**src/rtl/i_fetch_unit.sv**
```systemverilog
// Instruction-fetch requester: walks the PC, issues single-outstanding cache reads,
// retries misses and buffers hit words in a small FIFO for decode.
module i_fetch_unit #(
    parameter int                 DATA_WIDTH = 32,
    parameter int                 ADD_WIDTH  = 12,
    parameter logic [ADD_WIDTH-1:0] RESET_PC = '0,
    parameter int                 ADDR_STEP  = 1,
    parameter int                 FIFO_DEPTH = 4,
    parameter int                 CNT_WIDTH  = 16
) (
    input  logic                  clk,
    input  logic                  rst_n,
    input  logic                  redirect_valid,
    input  logic [ADD_WIDTH-1:0]  redirect_addr,
    output logic [ADD_WIDTH-1:0]  cache_addr,
    output logic                  cache_rden,
    output logic                  cache_wren,
    output logic [DATA_WIDTH-1:0] cache_din,
    input  logic                  cache_hit_miss,
    input  logic [DATA_WIDTH-1:0] cache_data,
    output logic                  instr_valid,
    input  logic                  instr_ready,
    output logic [DATA_WIDTH-1:0] instr_data,
    output logic [ADD_WIDTH-1:0]  instr_addr,
    output logic [CNT_WIDTH-1:0]  miss_count
);
    localparam int PTR_W = $clog2(FIFO_DEPTH);
    localparam logic [ADD_WIDTH-1:0] STEP      = ADD_WIDTH'(ADDR_STEP);
    localparam logic [PTR_W:0]       FIFO_FULL = (PTR_W+1)'(FIFO_DEPTH);
    localparam logic [PTR_W:0]       CNT_ONE   = (PTR_W+1)'(1);
    localparam logic [PTR_W-1:0]     PTR_ONE   = PTR_W'(1);
    localparam logic [CNT_WIDTH-1:0] MISS_ONE  = CNT_WIDTH'(1);

    typedef enum logic [1:0] {S_IDLE, S_REQ, S_WAIT} state_t;

    state_t                r_state, w_state_nxt;
    logic [ADD_WIDTH-1:0]  r_pc;
    logic [ADD_WIDTH-1:0]  r_fifo_addr [FIFO_DEPTH];
    logic [DATA_WIDTH-1:0] r_fifo_data [FIFO_DEPTH];
    logic [PTR_W-1:0]      r_wptr, r_rptr;
    logic [PTR_W:0]        r_count;
    logic [CNT_WIDTH-1:0]  r_miss_count;
    logic                  w_full, w_hit, w_miss, w_pop;

    // A redirect discards any response landing in the same cycle.
    assign w_full = (r_count == FIFO_FULL);
    assign w_hit  = (r_state == S_WAIT) &&  cache_hit_miss && !redirect_valid;
    assign w_miss = (r_state == S_WAIT) && !cache_hit_miss && !redirect_valid;
    assign w_pop  = instr_valid && instr_ready;

    always_ff @(posedge clk or negedge rst_n) begin
        if (!rst_n) r_state <= S_IDLE;
        else        r_state <= w_state_nxt;
    end

    always_comb begin
        w_state_nxt = r_state;
        case (r_state)
            S_IDLE:  if (!w_full) w_state_nxt = S_REQ;
            S_REQ:   w_state_nxt = S_WAIT;
            S_WAIT:  w_state_nxt = S_IDLE;
            default: w_state_nxt = S_IDLE;
        endcase
        if (redirect_valid) w_state_nxt = S_IDLE;
    end

    always_ff @(posedge clk or negedge rst_n) begin
        if (!rst_n) begin
            r_pc         <= RESET_PC;
            r_wptr       <= '0;
            r_rptr       <= '0;
            r_count      <= '0;
            r_miss_count <= '0;
        end else if (redirect_valid) begin
            r_pc    <= redirect_addr;
            r_wptr  <= '0;
            r_rptr  <= '0;
            r_count <= '0;
        end else begin
            if (w_hit) r_pc <= r_pc + STEP;
            if (w_miss && r_miss_count != '1) r_miss_count <= r_miss_count + MISS_ONE;
            if (w_hit) r_wptr <= r_wptr + PTR_ONE;
            if (w_pop) r_rptr <= r_rptr + PTR_ONE;
            case ({w_hit, w_pop})
                2'b10:   r_count <= r_count + CNT_ONE;
                2'b01:   r_count <= r_count - CNT_ONE;
                default: r_count <= r_count;
            endcase
        end
    end

    // Storage is reset so the head outputs read zero while in reset.
    always_ff @(posedge clk or negedge rst_n) begin
        if (!rst_n) begin
            for (int i = 0; i < FIFO_DEPTH; i++) begin
                r_fifo_addr[i] <= '0;
                r_fifo_data[i] <= '0;
            end
        end else if (w_hit) begin
            r_fifo_addr[r_wptr] <= r_pc;
            r_fifo_data[r_wptr] <= cache_data;
        end
    end

    assign cache_addr  = r_pc;
    assign cache_rden  = (r_state == S_REQ);
    assign cache_wren  = 1'b0;
    assign cache_din   = '0;
    assign instr_valid = (r_count != '0);
    assign instr_data  = r_fifo_data[r_rptr];
    assign instr_addr  = r_fifo_addr[r_rptr];
    assign miss_count  = r_miss_count;
endmodule

```
**config.mk**
```make
export PLATFORM = sky130hd
export DESIGN_NAME = i_fetch_unit
export DESIGN_NICKNAME = d
export VERILOG_FILES = /design/src/rtl/i_fetch_unit.sv
export SDC_FILE = /design/constraint.sdc
export NUM_CORES = 1
export LEC_CHECK = 0
export CAP_MARGIN = 20
export CORE_UTILIZATION = 64
export DETAILED_ROUTE_END_ITERATION = 8
export DONT_BUFFER_PORTS = 1
export GPL_ROUTABILITY_DRIVEN = 0
export PLACE_DENSITY = 0.87
export SLEW_MARGIN = 25
export SYNTH_ARGS = -nofsm -noshare
export SYNTH_HDL_FRONTEND = slang
export SYNTH_SLANG_ARGS = --single-unit
```
**constraint.sdc**
```tcl
create_clock -name clk -period 2.3 [get_ports clk]
set_input_delay 0.345 -clock clk [delete_from_list [all_inputs] [get_ports clk]]
set_output_delay 0.345 -clock clk [all_outputs]
set_load 0.1 [all_outputs]
```
* Word-level counts from Yosys, hierarchy flattened
Index checks and enable logic that the tools add are counted.
W data, S select, Z words.
** Operators by class
- $add $sub $neg :: 6
- Order comparisons :: 3
- Equality and inequality tests :: 7
- Muxes and demuxes :: 23
- Bitwise logic cells :: 3
- Reduce and logical (&&, ||, !) cells :: 15
** Operators by type and width (count)
- $bwmux W128 :: 1
- $mux W32 :: 3
- $bmux W32 S2 :: 1
- $demux W32 S2 :: 1
- $mux W12 :: 5
- $bwmux W48 :: 1
- $bmux W12 S2 :: 1
- $demux W12 S2 :: 1
- $add A16 B1 Y16 const B :: 1
- $ne A16 B16 Y1 const B :: 1
- $add A12 B1 Y12 const B :: 1
- $mux W2 :: 6
- $logic_and A1 B1 Y1 :: 7
- $ge A3 B3 Y1 const B :: 2
- $not A2 Y3 :: 2
- $pmux W3 S2 :: 1
- $reduce_bool A3 Y1 :: 2
- $add A2 B1 Y2 const B :: 2
- $eq A2 B1 Y1 const B :: 2
- $eq A2 B2 Y1 const B :: 2
- $pmux W2 S2 :: 1
- $reduce_bool A2 Y1 :: 2
- $add A3 B1 Y3 const B :: 1
- $eq A3 B3 Y1 const B :: 1
- other kinds (8) :: 9
** Word-level totals
- Register bits :: 213
- Input bits :: 49

* Longest topological paths before layout
Gate-level depths: netlist of the first run.
- Word-level depth :: 6
- Gate-level depth with buffers :: 8

* Worst setup path before layout of the first run
OpenSTA, ideal clock, no wires.
- Path type :: register to register
- From :: register r_miss_count[0] (netlist: miss_count[0])
- To :: register r_miss_count[1] (netlist: miss_count[1])
- Setup time :: 0.126 ns
- Data arrival time :: 2.230 ns
- Data required time :: 2.174 ns
- Path slack :: -0.055 ns
- Cell stages (with the launch flop) :: 7
- Buffers on the path :: 1
- Cell sequence :: dfrtp_1 > ha_1 > and4_1 > and4bb_2 > buf_2 > nor2_1 > mux2_2
** Between the ends
- Cells in the longest elaborated chain, start to end :: 3
- Elaborated cells on any way between the ends :: 4
- Classes of those cells :: 1 x add/sub; 1 x eq/ne; 2 x reduce/logical
** RTL lines
- start: declaration :: line 42 : logic [CNT_WIDTH-1:0] r_miss_count;
- start signal: assignment :: line 81 : if (w_miss && r_miss_count != '1) r_miss_count <= r_miss_count + MISS_ONE;
- branches (longest 3 deep; another with $add A16 B1 Y16)
Several ways; the timed one is not identified.
A chain may end at the register's enable or synchronous reset.

* Worst setup path in the final report of the first run
- From :: register r_rptr[0]
- To :: output instr_addr[9]
** Between the ends
- Cells in the longest elaborated chain, start to end :: 4
** RTL lines
- start: declaration :: line 40 : logic [PTR_W-1:0] r_wptr, r_rptr;
- start signal: assignment :: line 83 : if (w_pop) r_rptr <= r_rptr + PTR_ONE;
- $not A2 Y3 (not written as such) :: line 111 : assign instr_addr = r_fifo_addr[r_rptr];
- $bmux W12 S2 :: line 111
- $mux W12 (not written as such) (2 in a row) :: line 111
- end: declaration :: line 24 : output logic [ADD_WIDTH-1:0] instr_addr,
No other way between the ends. The select of a mux whose other input is x is not followed.

==> results of run 1 <==
## layer usage
metal / vias to the layer above / part of all wire
li1: 2544 / -
met1: 3160 / 0.38
met3: 41 / 0.055
met5: - / 0
met2: 211 / 0.54
met4: 0 / 0.020
## cells by family (layout without fill, tap and decap cells)
kind of cell | count (synthesis) | count (layout)
and+or+nand+nor | 86 | 86
xor gates and xnor gates | 30 | 30
buffers and inverters | 73 | 179
DFF | 213 | 213
adders and majority gates | 7 | 7
muxes | 228 | 228
other | 1 | 33
AOI/OAI and AO/OA | 12 | 12
## registers in the layout, summed over array words and instances (netlist names)
name and cells:
r_fifo_data 128, r_state 2, miss_count 16, r_rptr 2, r_count 3, cache_addr 12
r_fifo_addr 48, r_wptr 2
## path summary, 6_finish.rpt
kind / startpoint / end / slack [ns]
worst max-delay path: r_rptr[0] / instr_addr[9] / -0.05
worst min-delay path: rst_n / r_fifo_data[103] / -0.46
worst max register to register: r_count[1] / r_count[2] / 0.28
worst min register to register: r_fifo_data[18] / r_fifo_data[18] / 0.50
max in group asynchronous: rst_n / cache_addr[0] / 2.37
min in group clk: cache_data[19] / r_fifo_data[83] / 0.01
## metrics by stage
stage	power, mW	instances	TNS [ns]	setup slack (ns)	hold slack [ns]
after floorplan	10.5	682	-0.0214	-0.0214	0.0494
after global placement	13.0	881	0	0.338	0.0533
after detailed placement	13.2	881	0	0.313	0.0542
after CTS	17.1	965	-1.62	-0.0689	-0.464
after global routing	17.7	972	-2.63	-0.0912	-0.476
final	17.2	972	-1.01	-0.0543	-0.462
## cell usage in the layout, fill, tap and decap left out, drive strengths merged, types with 13 or more instances in the layout
master	n
mux4	44
xor2	21
nor2	15
nor3	13
conb	33
mux2	181
dlygate4sd3	44
buf	88
dfrtp	213
clkbuf	34
nand2	23
## power breakdown
part	internal [mW]	switching, mW
Sequential	4.26	0.391
Clock	2.33	1.47
Combinational	3.21	5.54
## worst max-delay path, delay by kind of cell (launching register included)
kind	cells	cell delay, ns
multiplexers	1	0.56
flip-flops	1	0.54
buffers and inverters	2	0.40
## final cells by class
type | count | area share
Clock buffer | 32 | 0.0539
Multi-Input combinational cell | 396 | 0.334
Tap cell | 184 | 0.0188
Timing Repair Buffer | 134 | 0.145
Inverter | 4 | 0.00123
Clock inverter | 9 | 0.0101
Sequential cell | 213 | 0.436
## repair_timing
action / 4_1_cts / 5_1_grt
hold buffers: 41 / 3
gates resized for setup: 0 / 1
cloned: 0 / 2
endpoints found under the setup margin: 34 / 41
endpoints found under the hold margin: 314 / 216
setup buffers: 2 / 2
==> results.md, run 1 <==
- The run finished, with violations left.
- The final reports fail on design-rule violations, negative hold slack, negative setup slack.
- In the post-route analysis, the smallest setup slack over all paths is -0.0543 ns.
- Setup repair after global routing could not meet its margin everywhere.
- The clock period minus final worst setup slack is 2.35 ns.
- The number of antenna violations at the first check in global routing is 0.
- The routed wire length is 23000 um.
- After routing the design area is 12200 um^2.
- Across the VDD grid, the largest voltage drop is 0.00145 V.
- The largest total area in the synthesized netlist belongs to dfrtp_1.
- The count of pins over their slew limit is 0.
- Of all nets on the critical path, the largest fanout is 10.
- The global-route track usage on met2 is 0.540.
- Counting the buffers created by CTS gives 23.
- Timing would allow up to 425 MHz.
- After global routing the overflow that remains totals 0.
- The critical path is of the reg -> out type.
- The post-detailed-placement half-perimeter wirelength is 13200 um.
- In the final routed layout, each cell accounts on average for 23.6 um.
- The type of the most critical hold path is in -> async.
- The tightest hold path in the finished design has a slack of -0.462 ns.
- The number of levels the H-tree was split into is 1.
- Across every metal layer, demand over resource in global routing totals 0.297.
- The overall die height is 125 um.
- The slew at the pin with the worst max-slew slack is 0.952 ns.
- met2 is the most crowded layer.
- The DRC violations left is 12.
- The area used by sequential logic in the layout is 5340 um^2.
- The maximum buffer depth of the clock tree is 3.
- The compound-gate portion of the synthesized area is 0.00733.
- The layout cell share with drive strength beyond 1 is 0.464.
- The nature of the critical path startpoint is a register.
- The wire length of the first global-routing pass is 36400 um.
- The required time at the endpoint of the critical path is 1.96 ns.
- The combined area of the multi-input logic cells is 4090 um^2.
- The endpoint type of the worst setup path is an output port.
- The critical-path cell with the highest stage delay is mux4_2.
- The die covers 15700 um^2.
- After synthesis, the share of flip-flops with an asynchronous set or reset is 1.00.
- The mapped netlist covers 9730 um^2.
- For this block, the initial DRC count from the detailed router was 478.
- Measured on the finished design, the core utilization comes to 0.833.
- The pre-antenna-repair detailed-routing pass consisted of 9 iterations.
- The layout net count is 828.
- Max-cap violations in this run came to 0.
- The remaining max-slew budget at the tightest pin is 0.367.
- The effective utilization at floorplan is 0.662.
- In the synthesized netlist the dominant register cell turns out to be dfrtp_1.
- The number of antenna diodes in the final layout is 0.
- Synthesis inferred 213 register bits.
- The main combinational cell family by area after synthesis is multiplexers.
- The remaining antenna violation count is 0.
- At the later pin of the worst-skew pair, clock insertion delay measures 0.50 ns.
- The total area inside the core boundary comes to 14700 um^2.
- The total power per unit cell area is 1410 nW/um^2.
- TritonCTS built the clock tree.
- After floorplanning, the core was divided into 44 placement rows.
- The I/O pin total is 156.
- The mean post-synth cell area is 15.0 um^2.
- The leakage power is 5.88 nW.
- The number of global-route vias before repair came to 6774.
- The die is 125 um wide.
- Setup violations remaining at the end of the flow were counted as 39.
- Yosys attributes the largest share of cell area to dfrtp_1 55%, mux2_2 21%, mux4_2 10%, buf_4 2.5%, xor2_1 1.9%.
- Among all cell types in the netlist, the one instantiated most often is dfrtp_1.
- Entering global routing, the biggest net connects 214 pins.
- The number of cells produced by synthesis is 650.
- The adder and majority gate portion of the synthesized area is 0.00978.
- The number of inserted filler cells in the final layout is 719.
- The clock root buffer is clkbuf_16.
- In the synthesized netlist, the cells that appear most often are 213 x dfrtp_1, 181 x mux2_2, 44 x mux4_2, 33 x buf_4, 24 x buf_2.
- Of the post-synthesis cell area, the dominant cell type holds 0.548.
- After detailed routing, the number of vias per cell comes to 6.13.
- The most numerous cell type found on the critical path is buf_12.
- In this run the tool buffered the top-level ports with 0 buffer cells.
- The worst clock skew on the final layout is 0.0124 ns.
- Walking the worst path, the cells encountered are buf_12 -> mux4_2 -> buf_12.
- Counting distinct cell types in the post-synthesis netlist gives 38.
- Of the available clock period, the critical path in the final layout requires 1.02.
- The post-place instance area is 10900 um^2.
- The delay contributed by the slowest stage of the critical path is 0.56 ns.
- The tree built by TritonCTS fans out to 213 sinks.
- In the global route stage, met3 resource usage came out at 0.0522.
- After synthesis, the share of cell area in mux cells is 0.315.
- Measured in cells, the most critical reg-to-reg path has a length of 7.
- Yosys printed 0 warnings.
- Of the total synthesized cell area, the portion taken by AND, OR, NAND and NOR gates is 0.0490.
- The area added between synthesis and finish is 25.8%.
- Of the total synthesized cell area, the portion taken by XOR and XNOR cells is 0.0270.
- After clock tree synthesis, the clock-pin slew on the worst setup and hold paths is 0.06 ns.
- For met1 alone, demand over resource in global routing was 0.368.
- The count of endpoints failing hold in the final timing report is 213.
- The arrival time of data at the critical path endpoint is 2.01 ns.
- The count of vias placed by the detailed router is 5956.
- The count of flip-flops with a built-in enable after synthesis is 0.
- The share of the Yosys chip area taken by registers is 0.548.
Power figures use the tool's default switching activity.
==> run 2: changes to the inputs <==
--- a/config.mk
+++ b/config.mk
@@ -6,6 +6,7 @@
 export NUM_CORES = 1
 export LEC_CHECK = 0
 export CAP_MARGIN = 20
+export CORE_MARGIN = 8
 export CORE_UTILIZATION = 64
 export DETAILED_ROUTE_END_ITERATION = 8
 export DONT_BUFFER_PORTS = 1
==> run 2 against run 1 <==
The flow finishes with violations (negative hold slack, negative setup slack). Largest power group unchanged. Critical endpoint is now instr_addr[8]. Highest routed layer unchanged. Non-clock buffer count up 11. Core utilization decreased by 1.8 points. Die area grew 24%. Sequential share of layout area is essentially flat. Critical path type unchanged. Combinational power shrank 0.7%.
==> results.md, run 2 (synthesis results as in run 1) <==
- Clock tree synthesis inserted a total of 23 buffers.
- In this design, the largest share of critical-path delay is due to multiplexers.
- The maximum fanout count along the critical path is 27.
- The start of the worst register-to-register path is r_count[2].
- Clock tree synthesis selected as its root buffer the cell clkbuf_16.
- The overall die height is 139 um.
- Setup repair after global routing could not meet its margin everywhere.
- Measured along the x axis, the die boundary spans 139 um.
- The pin count of the biggest net entering global routing is 214.
- STA puts the critical path data arrival time at 2.00 ns.
- The remaining max-slew budget at the tightest pin is 0.344.
- The layout net count is 839.
- For this run, the detailed router's first-pass iteration total came to 5.
- The routed design has 23600 um of wire.
- Once layout is complete, the utilization of the core stands at 0.815.
- Once detail routing completed, the nets flagged for antenna violations numbered 0.
- The type of the most critical hold path is in -> async.
- The count of pins over their slew limit is 0.
- Setup violations remaining at the end of the flow were counted as 27.
- The nature of the critical path startpoint is a register.
- The smallest setup slack after layout is -0.0483 ns.
- The clock transition at the register clock pins on the worst setup and hold paths after CTS is 0.06 ns.
- Port buffering added 0 buffers.
- TritonCTS built the clock tree.
- The final reports fail on negative hold slack, negative setup slack.
- The area added between synthesis and finish is 25.9%.
- Including well taps, the total number of placed cells is 887.
- The number of buffers and inverters on the critical path is 2.
- The clock sink total is 213.
- For this design the ratio of total power to cell area is 1380 nW/um^2.
- Of the total power, the clock network draws 0.216.
- The sequential cell fraction of total power is 0.272.
- The clock period minus final worst setup slack is 2.35 ns.
- Buffers added to address setup during post-CTS repair amount to 0.
- For the pin with the worst max-slew slack, the measured transition is 0.981 ns.
- CTS built an H-tree with a depth of 1.
- The core footprint is 15000 um^2.
- The insertion delay of the later-clocked pin in the worst-skew pair is 0.50 ns.
- For this design, the slowest cell found on the critical path is mux4_2.
- The worst reg-to-reg setup slack is 0.27 ns.
- For this run the aggregate overflow at the end of global routing stands at 0.
- The leakage power is 5.88 nW.
- The register with the most flip-flops in the layout has 128 of them.
- The switching part of the total is 0.435.
- STA puts the critical path data required time at 1.96 ns.
- The total track usage is 0.244.
- Counting cells, the worst reg-to-reg path comes to 7.
- Of the total power, combinational logic draws 0.512.
- The maximum achievable frequency is 426 MHz.
- The critical path starts at r_rptr[0].
- After detailed routing, the number of remaining DRC violations is 0.
- In the layout the commonest cells are 208 x dfrtp_1, 181 x mux2_2, 59 x dlygate4sd3_1.
- The critical path class is reg -> out.
- In the finished design, the share of the clock period the worst path needs comes to 1.02.
- The I/O pin total is 156.
- The reg-to-reg endpoint is r_count[2].
- The number of antenna violations at the first check in global routing is 0.
- The DRC marker count from the first detailed-route iteration is 315.
- The analysis attributes to net switching a power of 7.38 mW.
- The wire length of the first global-routing pass is 37800 um.
- The total internal power is 9.58 mW.
- The count of endpoints failing hold in the final timing report is 213.
- The post-detailed-placement half-perimeter wirelength is 14100 um.
- The flow ran to the end, but the final reports show violations.
- Max-cap violations in this run came to 0.
- The worst clock skew on the final layout is 0.0199 ns.
- The largest register by flop count is r_fifo_data.
- The most critical setup path has its endpoint at instr_addr[8].
- After detailed routing, the average wire length per cell comes to 23.9 um.
- The floorplan has 45 rows.
- In this run the number of cells on the critical path is 3.
- The endpoint type of the worst setup path is an output port.
- The initial utilization of the core area, before any placement, comes to 0.647.
- The number of global-route vias before repair is 6719.
- The detail-routed via count per cell is 6.04.
- The maximum buffer depth of the clock tree is 3.
- The layout cell share with drive strength beyond 1 is 0.450.
- The smallest hold slack is -0.452 ns.
- The leading cell type in the layout, fill and taps excluded is dfrtp_1.
- The delay contributed by the slowest stage of the critical path is 0.60 ns.
- The count of vias placed by the detailed router is 5969.
- Across the VDD grid, the largest voltage drop is 0.00139 V.
- The signal on the critical path passes through buf_16 -> mux4_2 -> buf_12.
- The number of antenna repair diodes is 0.
- After the flow finishes, the layout carries non-filler instances totaling 988.
- The die footprint is 19400 um^2.
## run 2: changes by cell type in the layout (fill, tap and decap cells not counted), moves of 2 or more
cell / previous run / this run
buf_4: 37 / 40
dlygate4sd3_1: 44 / 59
clkbuf_16: 25 / 23
clkbuf_1: 4 / 7
buf_12: 50 / 45
## run 2: power groups by stage
stage | combinational [mW] | sequential [mW] | clock (mW)
after global routing | 8.92 | 4.67 | 3.86
after CTS | 8.70 | 4.59 | 3.70
after floorplan | 5.63 | 4.83 | 0
after global placement | 8.44 | 4.57 | 0
after detailed placement | 8.57 | 4.65 | 0
final | 8.69 | 4.62 | 3.66
## run 2: worst min path at each step
stage / to / depth (start not counted) / slack [ns] / startpoint
after detailed placement: r_fifo_data[102] / 0 / 0.06 / rst_n
final: r_fifo_data[101] / 0 / -0.45 / rst_n
after global routing: r_fifo_data[101] / 0 / -0.48 / rst_n
after floorplan: cache_addr[0] / 0 / 0.05 / rst_n
after global placement: r_fifo_data[106] / 0 / 0.06 / rst_n
after CTS: r_fifo_data[63] / 0 / -0.48 / rst_n
## run 2: per-stage QoR
stage,worst slack (ns),power (mW),instance area [um^2],TNS (ns)
3_3_place_gp,0.458,13.0,10900,0
4_1_cts,-0.0821,17.0,12100,-1.71
6_report,-0.0483,17.0,12300,-0.728
3_5_place_dp,0.401,13.2,10900,0
2_1_floorplan,-0.0214,10.5,9850,-0.0214
5_1_grt,-0.120,17.4,12300,-3.23
## run 2: cell type report
type,count,area (um^2)
fillers,756,2780
clock buffers,34,657
flip-flops and latches,213,5340
repair buffers,145,1820
well taps,188,235
multi-input cells,396,4090
clock inverters,8,93.8
inverters,4,15.0
## run 2: metal layers
layer / track usage / wire, um
met1: 0.292 / 9000
met2: 0.436 / 12800
met3: 0.0575 / 1450
met4: 0.0635 / 423
met5: 0 / 0
## run 2: worst register-to-register path, stage by stage (launching register included)
cell	delay (ns)
dfrtp_1	0.42
o31a_1	0.40
nor2b_1	0.17
fa_1	0.36
inv_1	0.09
nor3_1	0.09
nor3_1	0.26
nor3b_1	0.08
## run 2: what timing repair did
item                                   4_1_cts  5_1_grt
setup endpoints to repair                   34       44
endpoints found under the hold margin      327      231
gates resized for setup                      1        0
cloned                                       0        0
hold buffers                                45       14
==> run 3: changes to the inputs <==
--- a/config.mk
+++ b/config.mk
@@ -6,8 +6,10 @@
 export NUM_CORES = 1
 export LEC_CHECK = 0
 export CAP_MARGIN = 20
+export CELL_PAD_IN_SITES_DETAIL_PLACEMENT = 1
+export CELL_PAD_IN_SITES_GLOBAL_PLACEMENT = 1
 export CORE_MARGIN = 8
-export CORE_UTILIZATION = 64
+export CORE_UTILIZATION = 53
 export DETAILED_ROUTE_END_ITERATION = 8
 export DONT_BUFFER_PORTS = 1
 export GPL_ROUTABILITY_DRIVEN = 0
==> run 3 against run 2 <==
The run still ends with negative hold slack, negative setup slack left. First-iteration DRC count down 33%. Via count down 3.9%. Register-to-register slack worse by 0.07 ns. Routed wire length up 6.6%. Core utilization down 18 points. Setup slack worse by 0.012 ns. Die area up 18%. Worst hold slack worse by 0.022 ns. Critical path type unchanged. Critical endpoint is now instr_data[15].
==> results.md, run 3 (synthesis results as in run 1) <==
- The flow ran to the end, but the final reports show violations.
- The final reports fail on negative hold slack, negative setup slack.
- The switching part of the total is 0.473.
- Row generation in the floorplan step produced 49 rows.
- The top cell types in the final layout, fill and taps aside, are 208 x dfrtp_1, 181 x mux2_2, 48 x dlygate4sd3_1.
- The delay contributed by the slowest stage of the critical path is 0.81 ns.
- The total overflow left after global routing is 0.
- The die footprint is 22900 um^2.
- The total internal power is 7.85 mW.
- The ratio of final minimum period to clock period is 1.03.
- The wire length of the first global-routing pass is 39800 um.
- The beginning of the critical path is r_rptr[0].
- STA puts the critical path data required time at 1.96 ns.
- For this design the total switching power over the nets is 7.03 mW.
- Data arrives at the worst endpoint at 2.02 ns.
- STA classifies the critical path startpoint as a register.
- The total track usage is 0.226.
- After detailed routing, the wire length on met1 is 10100 um.
- After detailed routing, the number of remaining DRC violations is 0.
- The longest clock path from root to sink contains 3 buffers.
- The count of pins over their slew limit is 0.
- In this run the number of H-tree levels came out at 1.
- In this run the top signal layer used is met4.
- The I/O pin total is 156.
- Leaving out fill and tap cells, the most frequent cell in the layout is dfrtp_1.
- In this run the tightest slew margin relative to its limit is 0.324.
- The clock sink total is 213.
- The layout net count is 787.
- The smallest setup slack after layout is -0.0602 ns.
- The number of global-route vias before repair is 6677.
- The number of antenna violations at the first check in global routing came to 0.
- Of the cells placed in the final design, the portion with a size suffix greater than 1 is 0.426.
- The endpoint type of the worst setup path is an output port.
- The count of endpoints failing hold in the final timing report is 213.
- The number of flip-flops in the largest register is 128.
- The post-route non-filler standard cell count is 977.
- The combinational fraction of design power is 0.439.
- Summed over all nets, wire length on met2 after detailed routing comes to 13100 um.
- At the pin with the least slew margin, the transition time is 1.02 ns.
- Clock-pin slew was measured on the worst setup and hold paths at 0.06 ns.
- The count of placed standard cells including taps is 884.
- The termination of the worst setup path is instr_data[15].
- Using the TritonRoute via totals, the vias-per-cell ratio works out to 5.87.
- In the final routed layout, each cell accounts on average for 25.8 um.
- In this run the register-to-register setup slack is 0.20 ns.
- The floorplan step set the die width to 151 um.
- More flip-flops sit in one register than any other, and that register is r_fifo_data.
- The critical path is of the reg -> out type.
- The area added between synthesis and finish is 16.7%.
- The maximum achievable frequency is 424 MHz.
- The detail route stage leaves a number of antenna-violating nets equal to 0.
- Setup repair after global routing could not meet its margin everywhere.
- The critical path goes through buf_12 -> mux4_2.
- OpenSTA, run right after detailed placement, puts the worst setup slack at 0.261 ns.
- The TritonCTS clock tree is built.
- Before antenna repair, the detailed router went through 4 iterations.
- The reg-to-reg endpoint is r_count[2].
- The clock share of power is 0.248.
- The worst register-to-register path begins at r_state[0].
- The effective utilization at floorplan is 0.541.
- The sequential cell fraction of total power is 0.313.
- The number of antenna repair diodes is 0.
- The number of port buffers is 0.
- In this run the worst path has a maximum fanout of 19.
- The worst clock skew on the final layout is 0.0192 ns.
- The min-delay analysis places its worst path in the category in -> async.
- The pin count of the biggest net entering global routing is 214.
- The critical-path cell with the highest stage delay is mux4_2.
- The number of buffers created by CTS is 24.
- The DRC marker count from the first detailed-route iteration is 212.
- IR analysis of the VDD net gives a maximum drop of 0.00125 V.
- Setup violations remaining at the end of the flow were counted as 36.
- For the finished layout, the period the worst path requires is 2.36 ns.
- The routed wire length is 25200 um.
- Detailed routing inserted a total of 5736 vias.
- In this run the power density over the cells is 1310 nW/um^2.
- The insertion delay of the later-clocked pin in the worst-skew pair is 0.51 ns.
- The die is 151 um tall.
- In this run the clock root is driven by a clkbuf_16.
- The core region is 18000 um^2.
- The max-capacitance violation count is 0.
- The smallest hold slack is -0.475 ns.
- Detailed placement finished with a half-perimeter wire length of 16000 um.
- The leakage power is 5.46 nW.
- The total met3 wirelength after detailed routing is 1530 um.
- The number of cell instances on the worst register-to-register path is 8.
## run 3: what timing repair did
action                     4_1_cts  5_1_grt
setup endpoints to repair       44       44
gates cloned                     0        0
setup buffers                    2        0
hold endpoints to repair       353      217
hold buffers                    44        4
gates resized for setup          0        1
## run 3: per-layer routing
layer,GRT usage,vias to the layer above
li1,-,2462
met1,0.282,3079
met2,0.390,161
met3,0.0502,34
met4,0.0594,0
met5,0,-
## run 3: how the worst min path moves through the flow
stage                       end   from  cells after the start  slack, ns
6_report        r_fifo_data[39]  rst_n                      0      -0.47
5_1_grt         r_fifo_data[39]  rst_n                      0      -0.49
4_1_cts          r_fifo_data[8]  rst_n                      0      -0.48
3_5_place_dp   r_fifo_data[104]  rst_n                      0       0.06
3_3_place_gp   r_fifo_data[103]  rst_n                      0       0.06
2_1_floorplan     cache_addr[0]  rst_n                      0       0.05
## run 3: final cells by class
type | count | area (um^2)
Fill cell | 1583 | 6620
Sequential cell | 213 | 5340
Multi-Input combinational cell | 396 | 4090
Timing Repair Buffer | 92 | 852
Clock buffer | 38 | 734
Tap cell | 229 | 287
Clock inverter | 5 | 28.8
Inverter | 4 | 15.0
## run 3: power by group through the flow
stage / Sequential (mW) / Combinational (mW) / Clock [mW]
3_5_place_dp: 4.75 / 6.37 / 0
2_1_floorplan: 4.83 / 5.63 / 0
4_1_cts: 4.64 / 6.57 / 3.73
5_1_grt: 4.72 / 6.73 / 3.91
6_report: 4.65 / 6.54 / 3.69
3_3_place_gp: 4.68 / 6.22 / 0
## run 3: per-stage QoR
step | hold slack [ns] | utilization | area [um^2] | TNS, ns | total power [mW]
floorplan | 0.0494 | - | 9850 | -0.0214 | 10.5
global placement | 0.0553 | 0.561 | 10100 | 0 | 10.9
detailed placement | 0.0553 | 0.561 | 10100 | 0 | 11.1
CTS | -0.476 | 0.629 | 11300 | -2.40 | 14.9
global route | -0.490 | 0.632 | 11300 | -3.47 | 15.4
finish | -0.475 | 0.632 | 11300 | -1.54 | 14.9
## run 3: worst max-delay path: cells and delay by family, from the launching register on
| family | cells | cell delay, ns |
|---|---|---|
| flip-flops | 1 | 0.48 |
| multiplexers | 1 | 0.81 |
| buffers and inverters | 1 | 0.21 |
